`src/rtl/ucsbece154a_mem_arbiter.sv`:
```
// Two-master arbiter in front of a single-port synchronous memory (core m0, loader/debug m1).
// Latency: request sampled in IDLE at N -> gnt/mem access at N+1 -> read data + rvalid at N+2.
// Backpressure: no queueing; a master holds req/we/addr/wdata until it sees its gnt.
//
// Ports:
//   clk, reset                 clock and synchronous active-high reset
//   m{0,1}_req_i/_we_i         access request and write flag per master
//   m{0,1}_addr_i/_wdata_i     byte address and write data per master
//   m{0,1}_gnt_o               one-cycle accept pulse (ACCESS)
//   m{0,1}_rvalid_o            one-cycle read-data-valid pulse (RESP)
//   rdata_o                    shared read data, holds last response
//   mem_en_o/_we_o/_addr_o/_wdata_o, mem_rdata_i   memory side
//   busy_o                     high whenever a transaction is in flight
module ucsbece154a_mem_arbiter #(
  parameter bit RR_EN = 1'b1
) (
  input  logic        clk,
  input  logic        reset,
  input  logic        m0_req_i,
  input  logic        m1_req_i,
  input  logic        m0_we_i,
  input  logic        m1_we_i,
  input  logic [31:0] m0_addr_i,
  input  logic [31:0] m1_addr_i,
  input  logic [31:0] m0_wdata_i,
  input  logic [31:0] m1_wdata_i,
  output logic        m0_gnt_o,
  output logic        m1_gnt_o,
  output logic        m0_rvalid_o,
  output logic        m1_rvalid_o,
  output logic [31:0] rdata_o,
  output logic        mem_en_o,
  output logic        mem_we_o,
  output logic [31:0] mem_addr_o,
  output logic [31:0] mem_wdata_o,
  input  logic [31:0] mem_rdata_i,
  output logic        busy_o
);

  typedef enum logic [1:0] {IDLE, ACCESS, RESP} state_t;

  // Latched winner request.
  typedef struct packed {
    logic        we;
    logic [31:0] addr;
    logic [31:0] wdata;
  } acc_t;

  state_t      state_q, state_d;
  logic        last_grant_q, last_grant_d;  // 0 = m0, 1 = m1
  logic        win_id_q, win_id_d;
  acc_t        acc_q, acc_d;
  logic [31:0] rdata_q, rdata_d;
  logic        pick_m1;
  logic        gnt0, gnt1, rv0, rv1, en;

  always_comb begin
    state_d      = state_q;
    last_grant_d = last_grant_q;
    win_id_d     = win_id_q;
    acc_d        = acc_q;
    rdata_d      = rdata_q;
    pick_m1      = 1'b0;
    gnt0         = 1'b0;
    gnt1         = 1'b0;
    rv0          = 1'b0;
    rv1          = 1'b0;
    en           = 1'b0;
    case (state_q)
      IDLE: begin
        if (m0_req_i || m1_req_i) begin
          // On a tie, round-robin favours whoever did not win last time.
          if (m0_req_i && m1_req_i) pick_m1 = RR_EN ? !last_grant_q : 1'b0;
          else                      pick_m1 = m1_req_i;
          win_id_d     = pick_m1;
          last_grant_d = pick_m1;
          acc_d        = pick_m1 ? acc_t'({m1_we_i, m1_addr_i, m1_wdata_i})
                                 : acc_t'({m0_we_i, m0_addr_i, m0_wdata_i});
          state_d      = ACCESS;
        end
      end
      ACCESS: begin
        en      = 1'b1;
        gnt0    = !win_id_q;
        gnt1    = win_id_q;
        state_d = acc_q.we ? IDLE : RESP;
      end
      RESP: begin
        rv0     = !win_id_q;
        rv1     = win_id_q;
        rdata_d = mem_rdata_i;
        state_d = IDLE;
      end
      default: state_d = IDLE;
    endcase
  end

  always_ff @(posedge clk) begin
    if (reset) begin
      state_q      <= IDLE;
      last_grant_q <= 1'b1;
      win_id_q     <= 1'b0;
      acc_q        <= '0;
      rdata_q      <= '0;
    end else begin
      state_q      <= state_d;
      last_grant_q <= last_grant_d;
      win_id_q     <= win_id_d;
      acc_q        <= acc_d;
      rdata_q      <= rdata_d;
    end
  end

  // Outputs are forced quiet while reset is high so an in-flight transaction
  // is dropped immediately rather than one cycle later.
  assign m0_gnt_o    = gnt0 & ~reset;
  assign m1_gnt_o    = gnt1 & ~reset;
  assign m0_rvalid_o = rv0 & ~reset;
  assign m1_rvalid_o = rv1 & ~reset;
  assign mem_en_o    = en & ~reset;
  assign mem_we_o    = en & acc_q.we & ~reset;
  assign mem_addr_o  = reset ? 32'd0 : acc_q.addr;
  assign mem_wdata_o = reset ? 32'd0 : acc_q.wdata;
  assign rdata_o     = reset ? 32'd0 : ((state_q == RESP) ? mem_rdata_i : rdata_q);
  assign busy_o      = ~reset & (state_q != IDLE);

endmodule

```
`config.mk`:
```
export PLATFORM = sky130hd
export DESIGN_NAME = ucsbece154a_mem_arbiter
export DESIGN_NICKNAME = d
export VERILOG_FILES = /design/src/rtl/ucsbece154a_mem_arbiter.sv
export SDC_FILE = /design/constraint.sdc
export NUM_CORES = 1
export LEC_CHECK = 0
export BUFFER_PORTS_ARGS = -buffer_cell sky130_fd_sc_hd__buf_2
export CORE_AREA = 2 2 110 112
export CTS_BUF_LIST = sky130_fd_sc_hd__clkbuf_4 sky130_fd_sc_hd__clkbuf_8
export DETAILED_ROUTE_END_ITERATION = 10
export DIE_AREA = 0 0 112 114
export HOLD_SLACK_MARGIN = 0.05
export PLACE_DENSITY = 0.9
export SLEW_MARGIN = 20
export SYNTH_ARGS = -nofsm -noshare
export SYNTH_HDL_FRONTEND = slang
export SYNTH_SLANG_ARGS = --single-unit
```
`constraint.sdc`:
```
create_clock -name clk -period 1.3 [get_ports clk]
set_input_delay 0.325 -clock clk [delete_from_list [all_inputs] [get_ports clk]]
set_output_delay 0.325 -clock clk [all_outputs]
set_load 0.01 [all_outputs]
```
; ---- Yosys cells after proc, flatten, opt, wreduce, memory -nomap -nowiden
; Index checks and enable logic that the tools add are counted.
[classes]
n_eq_ne = 3
muxes = 16
bitwise_logic = 9
n_reduce_logical = 7
[op_table]
columns = cell, count
row1 = 32-bit 2-to-1 mux, 4
row2 = 65-bit 2-to-1 mux, 1
row3 = 1-bit bitwise AND, 8
row4 = 1-bit 2-to-1 mux, 8
row5 = 2-bit 2-to-1 mux, 2
row6 = 2-bit case mux with 2 select lines, 1
row7 = 2-bit by 1-bit == test with 1-bit output (second input constant), 1
row8 = 2-bit == test (second input constant), 1
row9 = 1-bit logical NOT, 2
row10 = 2-bit logical NOT, 1
row11 = 2-bit inequality test (second input constant), 1
row12 = 2-bit AND reduction, 1
row13 = 2-bit nonzero test, 1
row14 = 1-bit logical AND, 1
row15 = 1-bit logical OR, 1
row16 = 1-bit inverter, 1
[totals]
register_bits = 101
input_bits = 166

; ---- Depth between registers and ports, before layout
; Gate-level depths: netlist of the first run.
[depth]
depth_word = 5
ltp_mapped = 5

; ---- Worst setup path after synthesis of the first run
; OpenSTA, ideal clock, no wires.
[synth_path]
path_kind = reg-to-output
from = reg state_q[1]
to = out rdata_o[10]
t_arrival_ns = 1.132
setup_slack_ns = -0.157
stages_incl_launch_ff = 6
path_buffers = 2
path_cell_list = dfxtp_1 -> nor2b_1 -> clkbuf_1 -> buf_2 -> nand2_1 -> a21oi_1
[synth_between]
elab_chain_len = 3
[synth_rtl]
columns = item, line_no
row1 = start: declaration, 49  ; state_t state_q, state_d;
row2 = start signal: assignment, 106  ; state_q <= state_d;
row3 = 2-bit == test, 124  ; assign rdata_o = reset ? 32'd0 : ((state_q == RESP) ? mem_rdata_i : rdata_q);
row4 = 32-bit 2-to-1 mux, 124
row5 = 32-bit 2-to-1 mux, n/a
row6 = end: declaration, 31  ; output logic [31:0] rdata_o,
; Every way passes these cells.

; ---- Final worst setup path of the first run
[layout_path]
from = reg state_q[1]
to = out rdata_o[1]
; Same word-level chain as after synthesis.

==> results.md, run 1 <==
* Status: complete, but fails checks
* Failing checks: negative setup slack
* Utilization after layout at 74.6%
* Synth top area cells: dfxtp_1 43%, nand2_1 16%, a311oi_1 12%
* Yosys cell types at 23
* # Max-Cap Violations at 0
* Synth Flop Type: dfxtp_1
* Flop-to-flop setup slack at -380 ps
* Post-DR wirelength/cell at 18.3 um
* Die X at between 100 and 150 um
* Die area at 0.0128 mm^2
* Warnings, synthesis at 0
* Core ar. at 0.0117 mm^2
* Post-Syn Nets at 773
* Critical Path RT at between 900 and 1000 ps
* Relative slew slack at 77.5%
* Min-delay src: mem_rdata_i[8]
* P_sw at 2760 uW
* Worst Slack Setup Final at -660 ps
* Hold crit path type: in2reg
* DR iter-0 viols at 434
* Critical path type: reg2out
* CTS sink cnt at between 100 and 150
* FF-to-FF Start: state_q[0]
* DRT antenna net count at 0
* Final Wtd Congestion at a little under 0.8
* Die Ht at 114 um
* Crit path cell chain: nor2b_4 > buf_12 > clkbuf_16 > nand2_2 > a21oi_2 > buf_2
* Yosys top cell by area: dfxtp_1
* Arrival time at the worst endpoint at 1640 ps
* Unrepaired setup endpoints after global routing: true
* Worst Hold End: rdata_q[8]
* Fill cells at ~750
* Initial antenna violation count at 0
* Fmax at approximately 0.5 GHz
* Root buf cell: clkbuf_8
* Worst-path fanout max at 8
* Drt pass-1 iters at 5
* Layout cells sized above 1 at 66.3%
* Yosys top cell area share at 43.2%
* Ys async rst share at 0%
* CP Capture Type: output port
* H-tree depth at 3
* Placed Area at 0.00641 mm^2
* Worst hold slack at 189 ps
* Total power at 8990 uW
* Clk Latency, worst-skew pair at 370 ps
* DP HPWL at 10.4 mm
* Clock slew at reported path FFs at 100 ps
* IO Port Bufs at 268
* Minimum clock period at 1960 ps
* Post-synthesis sequential area ratio at 43.2%
* Peak supply drop at roughly 0.77 mV
* Reg2Reg Depth at 9
* Post-route DRC at 0
* Area growth, synth to finish at 86.9%
* Initial Util at between 30% and 40%
* Sw Share at between 30% and 40%
* Via/cell ratio at 5.40
* Reg power frac at about 40%
* Slowest stage cell, crit path: dfxtp_4
* I/O pin total at about 270
* #FFs+latches synth at between 100 and 150
* TritonCTS buffer count at 9
* Floorplan row count at 40
* Crit share post-route at 151%
* Slew Viols, Final at 0
* Post-synth top cells: 195 x nand2_1, 101 x dfxtp_1, 98 x a21oi_1, 65 x nor2b_1, 63 x a311oi_1
* CP startpoint kind: register
* RR Endpoint: acc_q[11]
* Clock share of power at about a quarter
* Post-cts hold buffer count at 0
* Final #Nets at 1092
* Post-synth EDFFs at 0
* Post-layout instance area at 0.00874 mm^2
* Final Hold Vio Count at 0
* CTS tree: yes
* Internal power at 6230 uW
* Layout Skew at 9.19 ps
* Logic pwr share at 35.8%
* Worst-Margin Slew at 336 ps
* Clock Tree Buf Depth at 2
* GRT overflow at 0
* ANT cells at 0
* Largest net degree at the start of global routing at 36
* # setup viols final at 117
* Mapped Cells at between 600 and 700
* Routed via count at ~5.8k
* Top-count cell post-synth: nand2_1
* First-pass GRT wire length at 26.9 mm
* Static leakage at 0.00388 uW
* Mapped Area at 0.00468 mm^2
* Max incr delay on CP at 370 ps
* Synth Area per Inst at 7.71 um^2
* Vias in the first global route at 5327
* Hold Path Depth at 3
* PD cells at 1030 mW/mm^2
* Setup TNS at -37910 ps
* Gr usage total at 26.3%
* Routed WL at 19.7 mm
power groups by stage:
stage | Sequential (uW) | Clock, uW | Combinational [uW]
after floorplan | 3550 | 0 | 1140
after global placement | 3570 | 0 | 1850
after detailed placement | 3580 | 0 | 1880
after CTS | 3560 | 2180 | 2620
after global routing | 3630 | 2310 | 3410
final | 3600 | 2170 | 3220
layer usage:
metal	vias up	share of wire [%]	track usage [%]
met5	-	0	0
met4	0	2.2	8.46
met3	35	8.1	6.43
met2	330	51	46.1
met1	2716	39	32.0
li1	2731	-	-
state kept, by name, indices dropped and copies added, names as in the netlist:
| register | count |
|---|---|
| acc_q | 65 |
| win_id_q | 1 |
| state_q | 2 |
| last_grant_q | 1 |
| rdata_q | 32 |
metrics by stage:
step	setup slack, ps	std cells
3_3_place_gp	-137	987
6_report	-660	1077
4_1_cts	-581	1036
5_1_grt	-722	1077
3_5_place_dp	-174	987
2_1_floorplan	-18.2	607
cell families after synthesis:
kind of cell,count (synthesis),synth area share (%)
and+or+nand+nor,277,26.3
DFF,101,43.2
AOI/OAI and AO/OA,167,23.6
buffers and inverters,62,6.90
repair_timing:
| action | 4_1_cts | 5_1_grt |
|---|---|---|
| gates resized for setup | 156 | 165 |
| endpoints found under the setup margin | 158 | 170 |
| gates cloned | 14 | 3 |
| buffers inserted | 20 | 45 |
| pin swaps | 62 | 59 |
how the worst max path moves through the flow:
stage                     from     endpoint  slack, ps  depth (start not counted)
CTS                 state_q[0]  rdata_o[31]       -580                          5
global placement    state_q[1]   rdata_o[4]       -140                          5
detailed placement  state_q[1]  rdata_o[31]       -170                          5
finish              state_q[1]   rdata_o[1]       -660                          6
global route        state_q[1]  rdata_o[12]       -720                          6
floorplan           state_q[1]  rdata_o[10]        -20                          5
critical path: cells and delay by family (launching register included):
| family | cells | cell delay [ps] |
|---|---|---|
| AO/OA/AOI/OAI | 1 | 180 |
| AND/OR/NAND/NOR | 2 | 250 |
| flip-flops | 1 | 370 |
| buffers and inverters | 3 | 460 |
cell type report:
class                      instances  area, um^2  share of cell area, %
multi-input combinational        444        3240                   37.1
timing repair buffer             369        3000                   34.3
sequential                       101        2110                   24.1
tap                              147         184                   2.10
clock buffer                      14         174                   1.99
clock inverter                     1        30.0                  0.344
inverter                           1        3.75                 0.0429
cells in the final DEF, fill, tap and decap left out, types with 2 or more instances in the layout:
cell type	netlist	layout
o21ai_0	2	2
nor2b_4	0	39
nand2_1	195	168
buf_12	0	23
a21oi_4	0	13
clkbuf_8	0	11
buf_6	0	47
buf_16	0	11
dfxtp_4	0	2
buf_4	17	54
a311oi_1	63	46
nor2_4	0	3
a21oi_2	0	56
a311oi_2	2	19
nand2_2	0	23
dfxtp_2	0	64
clkbuf_16	0	3
nand2_4	0	4
clkbuf_4	0	3
dfxtp_1	101	35
nor2b_1	65	26
buf_8	0	4
buf_2	21	226
nor2_1	6	3
a21oi_1	98	29
(Power assumes the default switching activity.)
==> run 2: changes to the inputs <==
==> constraint.sdc (replaced) <==
create_clock -name clk -period 1.3 [get_ports clk]
set_input_delay 0.065 -clock clk [delete_from_list [all_inputs] [get_ports clk]]
set_output_delay 0.065 -clock clk [all_outputs]
set_load 0.01 [all_outputs]
==> results.md, run 2 (synthesis gave the netlist of run 1 again) <==
* Worst hold slack at 78.4 ps
* Post-DR wirelength/cell at 21.5 um
* IO Port Bufs at 268
* Gr usage total at 36.4%
* CP startpoint kind: register
* Final Hold Vio Count at 0
* Crit share post-route at 133%
* Final Wtd Congestion at 0.882
* Clk Latency, worst-skew pair at 370 ps
* Root buf cell: clkbuf_8
* Final #Nets at 1233
* Hold crit path type: in2reg
* Initial antenna violation count at 3
* Logic pwr share at 37.2%
* Setup TNS at -23350 ps
* # setup viols final at between 100 and 150
* Die X at between 100 and 150 um
* Placed insts at between 900 and 1k
* Post-route insts no fill at 1221
* Top reg by flops: acc_q
* GRT overflow at 0
* Worst Slack Setup Final at -423 ps
* Number of flip-flops in the largest register at 65
* Routed via count at 7072
* Die area at 0.0128 mm^2
* Die Ht at 114 um
* Core ar. at 0.0117 mm^2
* Most frequent cells in the layout: 264 x buf_2, 180 x nand2_1, 162 x dlygate4sd3_1, 99 x dfxtp_1, 64 x nor2b_1
* Post-route DRC at 0
* Largest registers: acc_q x65, rdata_q x32, state_q x2
* Peak supply drop at 0.811 mV
* Sw Share at between 30% and 40%
* Routed WL at 26.2 mm
* Static leakage at 0.00424 uW
* Unrepaired setup endpoints after global routing: true
* CP Capture Type: output port
* Layout cells sized above 1 at 45.0%
* Critical path type: reg2out
* Worst-path fanout max at 16
* Initial Util at 39.9%
* Clock slew at reported path FFs at 100 ps
* DP HPWL at 10.6 mm
* Critical Path RT at around 1200 ps
* Worst-Margin Slew at 346 ps
* TritonCTS buffer count at 9
* I/O pin total at 269
* Largest net degree at the start of global routing at 47
* Area growth, synth to finish at 103%
* Commonest non-fill, non-tap cell in the layout: buf_2
* Layout Skew at ~11 ps
* # Max-Cap Violations at 0
* Failing checks: negative setup slack
* Fmax at around 0.58 GHz
* Slew Viols, Final at 0
* Total power at between 9000 and 10000 uW
* Minimum clock period at 1720 ps
* DR iter-0 viols at 870
* H-tree depth at 3
* First-pass GRT wire length at 36.3 mm
* Floorplan row count at 40
* Utilization after layout at 80.9%
* CTS tree: yes
* Arrival time at the worst endpoint at 1660 ps
* Clock share of power at 23.2%
* DRT antenna net count at 0
* PD cells at 953 mW/mm^2
* Reg power frac at 39.6%
* CTS sink cnt at 101
* Drt pass-1 iters at 8
* Relative slew slack at 76.9%
* Clock Tree Buf Depth at 2
* Internal power at 6050 uW
* Via/cell ratio at between 5 and 6
* P_sw at 2980 uW
* Status: complete, but fails checks
* Vias in the first global route at roughly 7.0k
## run 2: cell types whose count changed in the layout (fill, tap and decap cells not counted), sizes merged, moves of 2 or more
cell / change
buf: -21
clkinv: +3
clkinvlp: +2
dlygate4sd3: +162
diode: +2
clkbuf: -3
## run 2: final timing paths
check / cells past startpoint / end / start / slack [ps]
worst max-delay path: 5 / rdata_o[11] / state_q[0] / -420
worst min-delay path: 2 / win_id_q / reset / 80
worst max register to register: 6 / acc_q[46] / state_q[1] / -250
worst min register to register: 2 / rdata_q[3] / rdata_q[3] / 470
## run 2: final cells by class
class                   count  area (um^2)
diodes                      2         5.00
clock buffers              10          131
clock inverters             6         63.8
fillers                   609         2240
inverters                   1         3.75
multi-input cells         444         2880
flip-flops and latches    101         2030
well taps                 147          184
repair buffers            510         4170
## run 2: worst max-delay path, stage by stage (launching register included)
cell and delay [ps]:
dfxtp_4 380, nor2b_4 200, buf_8 200, nand2_1 130, a21oi_2 210, buf_2 170
## run 2: what timing repair did
item                                    in CTS  in global routing
gates resized for setup                     71                 92
hold buffers                               162                  0
buffers inserted                            20                 18
cloned                                      16                  4
hold endpoints to repair                    97                  0
endpoints found under the setup margin      86                106
pin swaps                                   29                 35
## run 2: through the flow
| step | area (um^2) | setup WS [ps] |
|---|---|---|
| CTS | 9040 | -342 |
| global placement | 6320 | 25.2 |
| finish | 9470 | -423 |
| detailed placement | 6320 | -29.1 |
| floorplan | 4680 | 53.4 |
| global route | 9470 | -477 |
## run 2: routing by layer
metal / vias to the layer above / global-route usage [%] / share of wire (%)
met3: 181 / 9.09 / 9.9
met2: 630 / 64.2 / 50
met5: - / 0 / 0.065
li1: 3014 / - / -
met4: 2 / 23.1 / 6.6
met1: 3245 / 39.2 / 34
## run 2: power by group through the flow
stage                     Clock [uW]  Combinational [uW]  Sequential (uW)
after global routing            2220                3490             3590
final                           2090                3360             3570
after floorplan                    0                1100             3550
after detailed placement           0                1850             3590
after CTS                       2080                2930             3520
after global placement             0                1820             3570
==> run 3: changes to the inputs <==
--- a/config.mk
+++ b/config.mk
@@ -6,13 +6,13 @@
 export NUM_CORES = 1
 export LEC_CHECK = 0
 export BUFFER_PORTS_ARGS = -buffer_cell sky130_fd_sc_hd__buf_2
-export CORE_AREA = 2 2 110 112
+export CORE_AREA = 2 2 105 107
 export CTS_BUF_LIST = sky130_fd_sc_hd__clkbuf_4 sky130_fd_sc_hd__clkbuf_8
 export DETAILED_ROUTE_END_ITERATION = 10
-export DIE_AREA = 0 0 112 114
+export DIE_AREA = 0 0 107 109
 export HOLD_SLACK_MARGIN = 0.05
-export PLACE_DENSITY = 0.9
-export SLEW_MARGIN = 20
+export PLACE_DENSITY = 0.93
+export RECOVER_POWER = 100
 export SYNTH_ARGS = -nofsm -noshare
 export SYNTH_HDL_FRONTEND = slang
 export SYNTH_SLANG_ARGS = --single-unit
==> constraint.sdc (replaced) <==
create_clock -name clk -period 2.16 [get_ports clk]
set_input_delay 0.108 -clock clk [delete_from_list [all_inputs] [get_ports clk]]
set_output_delay 0.108 -clock clk [all_outputs]
set_load 0.01 [all_outputs]
==> results.md, run 3 (synthesis gave the netlist of run 1 again) <==
* Pre-CTS setup slack at approximately 600 ps
* Die area at 0.0117 mm^2
* Commonest non-fill, non-tap cell in the layout: nand2_1
* CTS tree: yes
* Critical path type: reg2reg
* Static leakage at roughly 0.0033 uW
* TritonCTS buffer count at 9
* Worst-path fanout max at 38
* # setup viols final at 0
* GRT overflow at 0
* Sw Share at 32.0%
* CP Capture Type: register
* Worst Slack Setup Final at between 80 and 90 ps
* Peak supply drop at roughly 0.36 mV
* DR iter-0 viols at 809
* CTS sink cnt at 101
* Post-CTS Setup Bufs at 0
* Most frequent cells in the layout: 195 x nand2_1, 169 x buf_2, 162 x dlygate4sd3_1, 101 x dfxtp_1, 99 x clkbuf_1
* Gr usage total at 32.9%
* Fill cells at 762
* Flop-to-flop setup slack at 90 ps
* DP HPWL at 9.93 mm
* Post-route insts no fill at roughly 1.1k
* H-tree depth at 3
* Floorplan row count at 38
* Clk Latency, worst-skew pair at around 370 ps
* Die Ht at 109 um
* Post-route DRC at 0
* Largest registers: acc_q x65, rdata_q x32, state_q x2
* Hold crit path type: in2reg
* Via/cell ratio at 5.53
* Unrepaired setup endpoints after global routing: false
* Routed WL at 19.6 mm
* IO Port Bufs at 268
* I/O pin total at 269
* Die X at 107 um
* CP startpoint kind: register
* Setup TNS at 0 ps
* Routed via count at 6342
* Status: finished, final reports clean
* Area growth, synth to finish at 65.1%
* Min-delay src: m1_req_i
* Vias in the first global route at 6367
* Final #Nets at about 1.2k
* Final Wtd Congestion at 0.888
* Root buf cell: clkbuf_8
* Clock Tree Buf Depth at 2
* Utilization after layout at roughly 73%
* Worst setup path startpoint: state_q[0]
* Crit path cell chain: or2_0 > nor2_4 > buf_6 > a311oi_1 > dlygate4sd3_1
* Final Hold Vio Count at 0
* Number of flip-flops in the largest register at 65
* Initial antenna violation count at 0
* Clock share of power at 24.3%
* Fmax at roughly 0.48 GHz
* Crit share post-route at 96.0%
* Slowest stage cell, crit path: dlygate4sd3_1
* Slew Viols, Final at 0
* Total power at 4680 uW
* Worst-Margin Slew at 830 ps
* Bufs and invs on worst path at 2
* FF-to-FF Start: state_q[0]
* # Max-Cap Violations at 0
* Largest net degree at the start of global routing at 67
* ANT cells at 0
* Layout Skew at 12.5 ps
* Top reg by flops: acc_q
* Logic pwr share at 30.2%
* Internal power at 3180 uW
* Post-DR wirelength/cell at roughly 17 um
* Arrival time at the worst endpoint at 2330 ps
* PD cells at approximately 600 mW/mm^2
* Core ar. at 0.0106 mm^2
* Drt pass-1 iters at 5
* Max incr delay on CP at 600 ps
* Relative slew slack at 44.6%
* Clock slew at reported path FFs at 110 ps
* Reg power frac at 45.4%
* P_sw at 1500 uW
* Initial Util at 44.1%
* DRT antenna net count at 0
* First-pass GRT wire length at ~31 mm
* Minimum clock period at 2070 ps
* Layout cells sized above 1 at approximately a fifth
* Crit-path leading delay family: buffers and inverters
* Placed insts at 969
* Critical Path RT at approximately 2400 ps
-- run 3: stage by stage --
stage	area, um^2	hold slack [ps]
6_report	7720	140
5_1_grt	7720	151
4_1_cts	7860	102
3_5_place_dp	6060	377
3_3_place_gp	6060	370
2_1_floorplan	4680	261
-- run 3: worst reg2reg max path: cells and delay by family (launching register included) --
family                 cells  cell delay [ps]
AND/OR/NAND/NOR            2              500
AO/OA/AOI/OAI              1              200
flip-flops                 1              380
buffers and inverters      2              890
-- run 3: final timing paths --
kind / endpoint / cells past startpoint
setup / recovery: acc_q[26] / 5
hold reg to reg: rdata_q[29] / 2
setup reg to reg: acc_q[26] / 5
hold / removal: state_q[0] / 3
-- run 3: timing repair --
action	4_1_cts	5_1_grt
resized for setup	0	3
setup endpoints to repair	0	25
hold endpoints to repair	97	0
hold buffers	162	0
-- run 3: layer usage --
layer,vias to the layer above,track usage [%],share of wire (%)
met4,0,18.7,5.2
met5,-,0,0
met1,2904,35.3,35
li1,2871,-,-
met3,107,9.68,9.6
met2,460,57.9,50
-- run 3: cell type report --
cell class                 count  area (um^2)  share of cell area [%]
timing repair buffer         445         3000                    38.8
multi-input combinational    444         2350                    30.4
sequential                   101         2020                    26.2
tap                          140          175                    2.27
clock buffer                   9          124                    1.60
clock inverter                 7         55.1                   0.713
inverter                       1         3.75                  0.0486
-- run 3: power groups by stage --
stage               Sequential (uW)  Combinational (uW)  Clock (uW)
finish                         2130                1410        1140
global route                   2140                1520        1230
CTS                            2120                1350        1160
detailed placement             2160                1030           0
global placement               2160                1000           0
floorplan                      2130                 661           0
